**src/rtl/pipe_stage_reg_pkg.sv**
```systemverilog
// Shared definitions for the pipeline stage registers.
//   - stg_state_e : 2-bit stage state encoding (EMPTY / FULL / SKID)
//   - per-boundary payload widths and NOP payloads, assembled from the
//     classic NOP field values so every boundary squashes to a harmless op
package pipe_stage_reg_pkg;

  typedef enum logic [1:0] {
    STG_EMPTY = 2'b00,
    STG_FULL  = 2'b01,
    STG_SKID  = 2'b10
  } stg_state_e;

  // NOP field values shared by the decode/execute/writeback boundaries
  localparam logic [7:0] EXE_NOP_OP    = 8'h00;
  localparam logic [2:0] EXE_RES_NOP   = 3'b000;
  localparam logic [4:0] NOP_REG_ADDR  = 5'b00000;
  localparam logic       WRITE_DISABLE = 1'b0;

  // IF/ID: pc + instruction word
  localparam int IF_ID_W = 64;
  localparam logic [IF_ID_W-1:0] IF_ID_NOP = '0;

  // ID/EX: op, result type, two operands, destination, write enable
  localparam int ID_EX_W = 8 + 3 + 32 + 32 + 5 + 1;
  localparam logic [ID_EX_W-1:0] ID_EX_NOP =
    {EXE_NOP_OP, EXE_RES_NOP, 32'h0, 32'h0, NOP_REG_ADDR, WRITE_DISABLE};

  // EX/MEM: result, destination, write enable
  localparam int EX_MEM_W = 32 + 5 + 1;
  localparam logic [EX_MEM_W-1:0] EX_MEM_NOP = {32'h0, NOP_REG_ADDR, WRITE_DISABLE};

  // MEM/WB: write-back data, destination, write enable
  localparam int MEM_WB_W = 32 + 5 + 1;
  localparam logic [MEM_WB_W-1:0] MEM_WB_NOP = {32'h0, NOP_REG_ADDR, WRITE_DISABLE};

endpackage

```
**src/rtl/pipe_stage_reg_sat_counter.sv**
```systemverilog
// Saturating up-counter used for the stage performance counters.
//   clk : clock
//   rst : asynchronous reset, active-low, clears the count
//   inc : add one this cycle (ignored once the count is all-ones)
//   cnt : current count
module sat_counter #(
  parameter int W = 16
) (
  input  logic         clk,
  input  logic         rst,
  input  logic         inc,
  output logic [W-1:0] cnt
);

  logic [W-1:0] cnt_q;
  logic [W-1:0] cnt_d;

  always_comb begin
    cnt_d = cnt_q;
    if (inc && (cnt_q != {W{1'b1}})) cnt_d = cnt_q + 1'b1;
  end

  always_ff @(posedge clk or negedge rst) begin
    if (!rst) cnt_q <= '0;
    else      cnt_q <= cnt_d;
  end

  assign cnt = cnt_q;

endmodule

```
**src/rtl/pipe_stage_reg.sv**
```systemverilog
// Handshake pipeline stage register with a one-entry skid buffer.
//   clk, rst        : clock; asynchronous active-low reset
//   flush           : synchronous squash back to EMPTY with NOP payload
//   in_valid/ready  : upstream handshake, in_data payload
//   out_valid/ready : downstream handshake, out_data payload
//   stall_cnt       : saturating count of out_valid & !out_ready cycles
//   bubble_cnt      : saturating count of !out_valid & out_ready cycles
//   dbg_state       : current stage state (stg_state_e encoding)
//
// Handshake: a payload moves across a boundary on a rising edge where both
// valid and ready are high. A producer holding valid keeps its payload stable
// until it is taken; ready never depends combinationally on valid. Here both
// in_ready and out_valid are decoded from the state flop only.
module pipe_stage_reg
  import pipe_stage_reg_pkg::*;
#(
  parameter int              DATA_W  = 32,
  parameter logic [DATA_W-1:0] NOP_VAL = {DATA_W{1'b0}},
  parameter int              CNT_W   = 16
) (
  input  logic              clk,
  input  logic              rst,
  input  logic              flush,
  input  logic              in_valid,
  output logic              in_ready,
  input  logic [DATA_W-1:0] in_data,
  output logic              out_valid,
  input  logic              out_ready,
  output logic [DATA_W-1:0] out_data,
  output logic [CNT_W-1:0]  stall_cnt,
  output logic [CNT_W-1:0]  bubble_cnt,
  output logic [1:0]        dbg_state
);

  stg_state_e        state_q, state_d;
  logic [DATA_W-1:0] main_q, main_d;
  logic [DATA_W-1:0] skid_q, skid_d;

  logic accept;
  logic send;

  assign out_valid = (state_q != STG_EMPTY);
  assign in_ready  = (state_q != STG_SKID);
  assign out_data  = main_q;
  assign dbg_state = state_q;

  assign accept = in_valid & in_ready;
  assign send   = out_valid & out_ready;

  always_comb begin
    state_d = state_q;
    main_d  = main_q;
    skid_d  = skid_q;
    if (flush) begin
      state_d = STG_EMPTY;
      main_d  = NOP_VAL;
      skid_d  = NOP_VAL;
    end else begin
      case (state_q)
        STG_EMPTY: begin
          if (accept) begin
            state_d = STG_FULL;
            main_d  = in_data;
          end
        end
        STG_FULL: begin
          if (accept && send) begin
            main_d = in_data;
          end else if (accept) begin
            // downstream stalled: park the new payload behind main
            state_d = STG_SKID;
            skid_d  = in_data;
          end else if (send) begin
            state_d = STG_EMPTY;
            main_d  = NOP_VAL;
          end
        end
        STG_SKID: begin
          if (send) begin
            state_d = STG_FULL;
            main_d  = skid_q;
            skid_d  = NOP_VAL;
          end
        end
        default: begin
          // unreachable encoding: recover to a clean empty stage
          state_d = STG_EMPTY;
          main_d  = NOP_VAL;
          skid_d  = NOP_VAL;
        end
      endcase
    end
  end

  always_ff @(posedge clk or negedge rst) begin
    if (!rst) begin
      state_q <= STG_EMPTY;
      main_q  <= NOP_VAL;
      skid_q  <= NOP_VAL;
    end else begin
      state_q <= state_d;
      main_q  <= main_d;
      skid_q  <= skid_d;
    end
  end

  // counters see the pre-edge handshake, flush cycles included
  sat_counter #(.W(CNT_W)) u_stall_cnt (
    .clk (clk),
    .rst (rst),
    .inc (out_valid & ~out_ready),
    .cnt (stall_cnt)
  );

  sat_counter #(.W(CNT_W)) u_bubble_cnt (
    .clk (clk),
    .rst (rst),
    .inc (~out_valid & out_ready),
    .cnt (bubble_cnt)
  );

endmodule

```
**config.mk**
```make
export PLATFORM = sky130hd
export DESIGN_NAME = pipe_stage_reg
export DESIGN_NICKNAME = d
export VERILOG_FILES = /design/src/rtl/pipe_stage_reg_pkg.sv /design/src/rtl/pipe_stage_reg_sat_counter.sv /design/src/rtl/pipe_stage_reg.sv
export SDC_FILE = /design/constraint.sdc
export NUM_CORES = 1
export LEC_CHECK = 0
export ABC_AREA = 0
export BUFFER_PORTS_ARGS = -buffer_cell sky130_fd_sc_hd__buf_2
export CORE_AREA = 5 5 101 103
export CTS_BUF_LIST = sky130_fd_sc_hd__clkbuf_16
export DETAILED_ROUTE_END_ITERATION = 6
export DIE_AREA = 0 0 106 108
export PLACE_DENSITY = 0.84
export SLEW_MARGIN = 25
export SYNTH_ARGS = -nofsm -noshare
export SYNTH_HDL_FRONTEND = slang
export SYNTH_SLANG_ARGS = --single-unit
```
**constraint.sdc**
```tcl
create_clock -name clk -period 4.1 [get_ports clk]
set_input_delay 0 -clock clk [delete_from_list [all_inputs] [get_ports clk]]
set_output_delay 0 -clock clk [all_outputs]
set_load 0.1 [all_outputs]
```
==> flow_summary.json, run 1 <==
{
  "outcome": "finished clean",
  "dp_cells": 619,
  "syn_area_per_cell_um2": 11.0,
  "first_pass_iters": 4,
  "arrival_ns": 2.26,
  "grt_pass1_vias": 3870,
  "ir_drop_v": 0.000608,
  "gp_congestion": 0.929,
  "clock_path_buffers": 2,
  "start_util_pct": 51.0,
  "drtIter0Drc": 166,
  "p_sw_mw": 1.31,
  "fin_nets": 593,
  "switching_share_pct": 43.7,
  "antenna_left": 0,
  "die_x_um": 106,
  "grt_max_degree": 57,
  "p_seq_share_pct": 39.3,
  "critPathCaptureType": "primary output",
  "cts_tree": "built",
  "place_area_um2": 5270,
  "rsz0062_at_grt": "false",
  "start_kind": "flip-flop",
  "netlist_top_cells_area": "dfrtp_1 (53%), mux2i_1 (7.1%), o2bb2ai_1 (6.0%), a22oi_1 (5.3%), xor2_1 (4.1%)",
  "clock_latency_ns": 0.34,
  "cts_sinks": 98,
  "die_area_um2": 11400,
  "power_mw": 2.99,
  "setup-violations-final": 0,
  "coreArea_um2": 9110,
  "fmax_mhz": 442,
  "drt-wirelength-per-cell_um": 16.8,
  "drc": 0,
  "synth-seq-area-share_pct": 52.8,
  "path_class": "reg2out",
  "setup_ws_ns": 1.84,
  "fin_crit_sh_pct": 55.1,
  "h-tree-depth": 3,
  "syn_nets": 463,
  "combPwrFrac_pct": 34.6,
  "antenna_cells": 0,
  "drive_above_1_share_pct": 25.2,
  "ioPinCount": 105,
  "fin_area_um2": 5890,
  "worstPathMaxFanout": 35,
  "viasPerCell": 5.66,
  "cap_violations": 0,
  "cts_root_buffer": "clkbuf_16",
  "clkPwrFrac_pct": 26.1,
  "fin_crit_ns": 2.26,
  "rows": 35,
  "fin_util_pct": 64.6,
  "hold_path.class": "in2reg",
  "place_ws_ns": 1.94,
  "instances_no_fill": 670,
  "cts_made_buffers": 9,
  "syn_inst": 424,
  "whs_ns": 0.138,
  "power_density_nw_per_um2": 508,
  "synth_largest_area_cell": "dfrtp_1",
  "syn_to_final_growth_pct": 26.6,
  "cts_resized": 0,
  "slew_viol_final": 0,
  "max_slew_margin_pct": 40.3,
  "gr-total-overflow": 0,
  "hold_violations": 0,
  "yosysUniqueCellTypes": 47,
  "internal-power_mw": 1.68,
  "max_slew.worst_pin.slew_ns": 0.894,
  "synth_top_area_share_pct": 52.8,
  "clk_pin_slew_worst_paths_ns": 0.07,
  "ys_warn_count": 0,
  "grtUsageTotal_pct": 20.7,
  "wl_mm": 11.2,
  "ys_ff_latch": 98,
  "leakage_nw": 2.95,
  "grt_pass1_wl_mm": 19.3,
  "dp_hpwl_mm": 7.42,
  "syn_area_um2": 4650,
  "fin_worst_skew_ns": 0.00677,
  "fill_cells": 735,
  "num_vias": 3789,
  "final.setup.tns_ns": 0,
  "worst_ep_required_time_ns": 4.10,
  "port_buffers": 104,
  "die_h_um": 108,
  "antenna_found_initial": 0
}
[critical path, stage by stage, from the launching register on]
cell     delay, ns
dfrtp_1       0.68
nor2b_4       0.79
inv_1         0.12
buf_2         0.33
[sequential cells by signal, indices dropped and copies added (netlist names)]
signal            count
u_stall_cnt.cnt      16
dbg_state             2
skid_q               32
u_bubble_cnt.cnt     16
out_data             32
[final timing paths]
| path | from | end | slack [ns] | depth (start not counted) |
|---|---|---|---|---|
| setup / recovery | dbg_state[1] | in_ready | 1.84 | 3 |
| min in group asynchronous | rst | u_stall_cnt.cnt[9] | 0.24 | 2 |
| setup reg to reg | dbg_state[0] | out_data[10] | 1.93 | 6 |
| max in group asynchronous | rst | skid_q[8] | 2.82 | 3 |
| hold reg to reg | out_data[23] | out_data[23] | 0.49 | 1 |
| hold / removal | in_valid | dbg_state[0] | 0.14 | 4 |
[final cells by class]
cell class                      instances  area [um^2]  share of cell area [%]
Sequential cell                        98         2450                    41.7
Clock inverter                          7         46.3                   0.786
Inverter                               37          139                    2.36
Multi-Input combinational cell        265         1960                    33.3
Timing Repair Buffer                  143          927                    15.7
Clock buffer                            9          225                    3.83
Tap cell                              111          139                    2.36
[repair_timing]
item | CTS | global route
hold buffers | 35 | 0
setup buffers | 0 | 0
hold endpoints to repair | 117 | 0
[power groups by stage]
stage                     Clock, mW  Combinational, mW  Sequential (mW)
after floorplan                   0              0.226             1.76
after global placement            0              0.991             1.19
after detailed placement          0               1.01             1.19
after CTS                     0.792               1.04             1.17
after global routing          0.841               1.08             1.19
final                         0.780               1.03             1.18
[layout by cell type, fill, tap and decap left out, types with 4 or more instances in the layout]
cell type and instances:
a22oi_1 33, a21oi_1 6, nor4_1 4, xor2_1 22, o2bb2ai_1 32, nor3_1 15
nand3_1 8, nand2_1 47, and3_1 4, buf_2 103, nor2_1 8, dfrtp_1 98
inv_1 38, dlygate4sd3_1 35, mux2i_1 33, clkbuf_16 9, nand4_1 8
[cells in the mapped netlist, drive strengths merged]
cell	n
or2	1
mux2i	33
a2bb2oi	1
mux2	4
nand2	47
buf	20
nor4b	1
nand3b	1
o21a	1
o21ba	1
a22oi	33
nand4b	1
inv	37
clkbuf	4
and4	3
and3	4
a31oi	2
xnor2	2
o2bb2ai	32
dfrtp	98
xor2	23
nor2b	3
nor3b	4
a21oi	8
nand4	10
nor2	11
nand3	9
nor4	6
nor3	16
a211oi	1
ha	2
o22a	1
o21ai	3
o21bai	1
[per-layer routing]
metal / share of wire [%] / track usage (%) / up-vias
li1: - / - / 1772
met1: 44 / 27.1 / 1876
met2: 49 / 34.9 / 123
met3: 5.4 / 3.94 / 18
met4: 1.7 / 7.03 / 0
met5: 0 / 0 / -
[logic make-up after synthesis]
family	after synthesis	synth area share, %
AND/OR/NAND/NOR	117	13.9
multiplexers	37	8.16
AO/OA/AOI/OAI	84	14.0
XOR/XNOR	25	4.87
flip-flops	98	52.8
adder cells (fa/ha/maj)	2	0.538
buffers and inverters	61	5.81
No activity file was read; power rests on OpenSTA's default activity.
==> run 2, diff against run 1 <==
==> constraint.sdc (replaced) <==
create_clock -name clk -period 2.36 [get_ports clk]
set_input_delay 0 -clock clk [delete_from_list [all_inputs] [get_ports clk]]
set_output_delay 0 -clock clk [all_outputs]
set_load 0.1 [all_outputs]
==> flow_summary.json, run 2 (same netlist as run 1, synthesis figures left out) <==
{
  "worst_ep_required_time_ns": 2.63,
  "worstPathMaxFanout": 14,
  "hold_path.class": "in2reg",
  "drive_above_1_share_pct": 26.9,
  "cts_sinks": 98,
  "gr-total-overflow": 0,
  "cts_made_buffers": 9,
  "first_pass_iters": 4,
  "start_kind": "flip-flop",
  "final.setup.tns_ns": 0,
  "viasPerCell": 5.58,
  "holdPathStages": 4,
  "grt_pass1_wl_mm": 19.2,
  "antenna_cells": 0,
  "fin_crit_sh_pct": 84.8,
  "leakage_nw": 3.01,
  "setup-violations-final": 0,
  "die_x_um": 106,
  "outcome": "finished clean",
  "reg2reg_depth": 4,
  "clock_latency_ns": 0.34,
  "h-tree-depth": 3,
  "clock_path_buffers": 2,
  "grt_pass1_vias": 3964,
  "gp_congestion": 0.929,
  "rsz0062_at_grt": "false",
  "hold_violations": 0,
  "grt_max_degree": 51,
  "ctsHoldBuffers": 36,
  "fin_nets": 602,
  "drt-wirelength-per-cell_um": 17.1,
  "syn_to_final_growth_pct": 29.2,
  "whs_ns": 0.121,
  "rows": 35,
  "grtUsageTotal_pct": 20.9,
  "antenna_left": 0,
  "cts_tree": "built",
  "ir_drop_v": 0.00158,
  "cap_violations": 0,
  "max_slew_margin_pct": 58.0,
  "ioPinCount": 105,
  "mostFrequentLayoutCells": "buf_2 (103), dfrtp_1 (94), nand2_1 (47)",
  "power_mw": 5.48,
  "arrival_ns": 2.27,
  "dp_hpwl_mm": 7.78,
  "slew_viol_final": 0,
  "fin_worst_skew_ns": 0.00814,
  "power_density_nw_per_um2": 914,
  "fin_crit_ns": 2.00,
  "port_buffers": 104,
  "max_slew.worst_pin.slew_ns": 0.628,
  "wl_mm": 11.6,
  "antenna_found_initial": 0,
  "drc": 0,
  "cts_setup_buffers": 0,
  "critPathCaptureType": "flip-flop",
  "fin_util_pct": 65.9,
  "start_util_pct": 51.0,
  "die_h_um": 108,
  "coreArea_um2": 9110,
  "path_class": "reg2reg",
  "die_area_um2": 11400,
  "clk_pin_slew_worst_paths_ns": 0.06,
  "drtIter0Drc": 211,
  "fmax_mhz": 499,
  "layout_commonest_cell": "buf_2",
  "num_vias": 3777,
  "cts_root_buffer": "clkbuf_16",
  "cts_resized": 0
}
==> run 2: cell count changes in the layout (fill, tap and decap cells not counted), moves of 2 or more <==
cell,delta
buf_4,+9
bufinv_16,+3
clkinv_4,-2
dfrtp_1,-4
dfrtp_2,+4
==> run 2: routing by layer <==
| layer | global-route usage, % | up-vias | part of all wire, % |
|---|---|---|---|
| met5 | 0 | - | 0 |
| met4 | 7.31 | 0 | 1.3 |
| met3 | 3.76 | 12 | 4.6 |
| met2 | 37.1 | 102 | 51 |
| met1 | 25.8 | 1882 | 43 |
| li1 | - | 1781 | - |
==> run 2: worst max-delay path, cell delays in order (launching register included) <==
cell,delay [ns]
dfrtp_2,0.54
nor2b_2,0.61
a21oi_1,0.08
nor3_1,0.15
dlygate4sd3_1,0.56
==> run 2: power by group <==
part / internal, mW / leakage (nW) / switching [mW] / total (mW)
Sequential: 1.85 / 1.32 / 0.193 / 2.05
Combinational: 0.368 / 1.53 / 1.43 / 1.80
Clock: 1.03 / 0.162 / 0.612 / 1.64
Total: 3.25 / 3.01 / 2.24 / 5.48
==> run 2: final timing paths <==
path,from,endpoint,slack [ns]
setup / recovery,dbg_state[1],dbg_state[1],0.36
hold / removal,in_valid,dbg_state[0],0.12
setup reg to reg,dbg_state[1],dbg_state[1],0.36
hold reg to reg,out_data[4],out_data[4],0.48
max in group asynchronous,rst,skid_q[23],1.44
min in group asynchronous,rst,u_bubble_cnt.cnt[0],0.23
==> run 2: final cells by class <==
class	instances	area, um^2
well taps	111	139
clock buffers	9	225
repair buffers	152	986
multi-input cells	265	1950
fillers	703	3110
clock inverters	5	104
flip-flops and latches	98	2460
inverters	37	139
==> run 2: per-stage QoR <==
| step | setup WS (ns) | instance area (um^2) | std cells |
|---|---|---|---|
| detailed placement | 0.541 | 5310 | 627 |
| finish | 0.358 | 6000 | 677 |
| global route | 0.231 | 6000 | 677 |
| global placement | 0.585 | 5310 | 627 |
| CTS | 0.356 | 6000 | 677 |
| floorplan | 0.0778 | 4650 | 424 |
==> run 3, diff against run 2 <==
==> constraint.sdc (replaced) <==
create_clock -name clk -period 1.9 [get_ports clk]
set_input_delay 0 -clock clk [delete_from_list [all_inputs] [get_ports clk]]
set_output_delay 0 -clock clk [all_outputs]
set_load 0.1 [all_outputs]
==> flow_summary.json, run 3 (same netlist as run 1, synthesis figures left out) <==
{
  "fin_worst_skew_ns": 0.00851,
  "fin_area_um2": 6070,
  "antenna_found_initial": 0,
  "use_met1_pct": 26.7,
  "coreArea_um2": 9110,
  "setup_ws_ns": 0.117,
  "fin_crit_sh_pct": 93.8,
  "fmax_mhz": 561,
  "syn_to_final_growth_pct": 30.5,
  "wl_mm": 11.5,
  "cp_cell_sequence": "nor2b_2, buf_4, inv_1, buf_2",
  "cts_made_buffers": 9,
  "setup-violations-final": 0,
  "holdCritStartpoint": "in_valid",
  "outcome": "finished clean",
  "ir_drop_v": 0.00137,
  "die_x_um": 106,
  "cp_slowest_stage_delay_ns": 0.57,
  "use_met2_pct": 34.9,
  "grtUsageTotal_pct": 20.6,
  "globalRouteMet3Util_pct": 3.82,
  "path_class": "reg2out",
  "fin_nets": 602,
  "clk_pin_slew_worst_paths_ns": 0.07,
  "ff2ff_setup_slack_ns": 0.17,
  "clock_latency_ns": 0.33,
  "viasPerCell": 5.55,
  "place_area_um2": 5420,
  "max_slew.worst_pin.slew_ns": 0.595,
  "cts_tree": "built",
  "grt_pass1_wl_mm": 19.1,
  "fin_crit_ns": 1.78,
  "first_pass_iters": 4,
  "cts_root_buffer": "clkbuf_16",
  "grt_pass1_vias": 3904,
  "die_area_um2": 11400,
  "power_density_nw_per_um2": 1080,
  "mostFrequentLayoutCells": "buf_2 (103), dfrtp_1 (64), nand2_1 (47)",
  "antenna_cells": 0,
  "cp_num_buf_inv": 3,
  "worstPathMaxFanout": 17,
  "rr_endpoint": "u_bubble_cnt.cnt[7]",
  "rsz0062_at_grt": "false",
  "max_slew_margin_pct": 60.4,
  "top_usage_layer": "met2",
  "grt_max_degree": 53,
  "whs_endpoint": "dbg_state[0]",
  "ioPinCount": 105,
  "reg2reg_depth": 6,
  "cap_violations": 0,
  "die_h_um": 108,
  "port_buffers": 104,
  "fill_cells": 725,
  "power_mw": 6.58,
  "clock_path_buffers": 2,
  "holdPathStages": 4,
  "start_util_pct": 51.0,
  "crit_family": "buffers and inverters",
  "leakage_nw": 2.94,
  "slew_viol_final": 0,
  "critPathCaptureType": "primary output",
  "drt-wirelength-per-cell_um": 16.9,
  "arrival_ns": 1.78,
  "drtIter0Drc": 204,
  "dp_hpwl_mm": 7.85,
  "start_kind": "flip-flop",
  "antenna_left": 0,
  "hold_violations": 0,
  "critPathSlowestCell": "dfrtp_4",
  "num_vias": 3767,
  "drc": 0,
  "rows": 35,
  "cts_sinks": 98,
  "instances_no_fill": 679,
  "worst_ep_required_time_ns": 1.90,
  "drive_above_1_share_pct": 33.3,
  "gr-total-overflow": 0,
  "worstReg2RegStart": "u_bubble_cnt.cnt[0]",
  "dp_cells": 628,
  "gp_congestion": 0.853,
  "layout_commonest_cell": "buf_2",
  "place_ws_ns": 0.134,
  "hold_path.class": "in2reg",
  "h-tree-depth": 3
}
==> run 3: cell count changes in the layout (fill, tap and decap cells not counted), moves of 2 or more <==
cell,before,now
inv_8,0,2
dfrtp_2,4,24
clkinvlp_4,0,3
nor2_4,1,3
buf_12,1,3
bufinv_16,3,0
dfrtp_4,0,10
dfrtp_1,94,64
==> run 3: worst register-to-register path, stage by stage, from the launching register on <==
cell     delay, ns
dfrtp_4       0.50
ha_1          0.25
nand3_2       0.15
nor4_4        0.06
buf_4         0.16
nor4b_1       0.36
xor2_1        0.18
==> run 3: layer usage <==
metal	vias to the layer above	share of wire, %
met4	0	1.8
met3	18	4.8
met2	102	49
met1	1872	44
li1	1775	-
met5	-	0
==> run 3: worst max-delay path by stage <==
stage | start | end | slack, ns | cells after the start
3_3_place_gp | dbg_state[0] | u_bubble_cnt.cnt[12] | 0.24 | 4
2_1_floorplan | dbg_state[1] | out_data[0] | -0.26 | 7
3_5_place_dp | u_stall_cnt.cnt[0] | u_stall_cnt.cnt[7] | 0.13 | 5
5_1_grt | dbg_state[1] | in_ready | 0.07 | 4
6_report | dbg_state[1] | in_ready | 0.12 | 4
4_1_cts | dbg_state[1] | in_ready | 0.11 | 4
==> run 3: repair_timing <==
| action | 4_1_cts | 5_1_grt |
|---|---|---|
| buffers inserted | 0 | 0 |
| hold buffers | 35 | 0 |
| setup endpoints to repair | 0 | 3 |
| endpoints found under the hold margin | 98 | 0 |
| gates resized for setup | 0 | 1 |
==> run 3: where the power goes <==
part,internal (mW),leakage [nW],switching [mW]
logic,0.466,1.54,1.80
registers,2.34,1.27,0.247
clock network,0.911,0.136,0.814
total,3.72,2.94,2.86
==> run 3: area by class of cell <==
| type | count | area, um^2 | share of cell area (%) |
|---|---|---|---|
| Tap cell | 111 | 139 | 2.29 |
| Timing Repair Buffer | 152 | 1010 | 16.6 |
| Multi-Input combinational cell | 265 | 1970 | 32.5 |
| Clock buffer | 9 | 225 | 3.71 |
| Clock inverter | 7 | 60.1 | 0.990 |
| Inverter | 37 | 143 | 2.35 |
| Sequential cell | 98 | 2520 | 41.5 |
==> run 3: metrics by stage <==
| step | utilization, % | hold WS (ns) | TNS (ns) |
|---|---|---|---|
| finish | 66.6 | 0.136 | 0 |
| global route | 66.6 | 0.186 | 0 |
| CTS | 66.5 | 0.133 | 0 |
| detailed placement | 59.5 | 0.0486 | 0 |
| global placement | 59.5 | 0.0379 | 0 |
| floorplan | - | -0.296 | -7.96 |
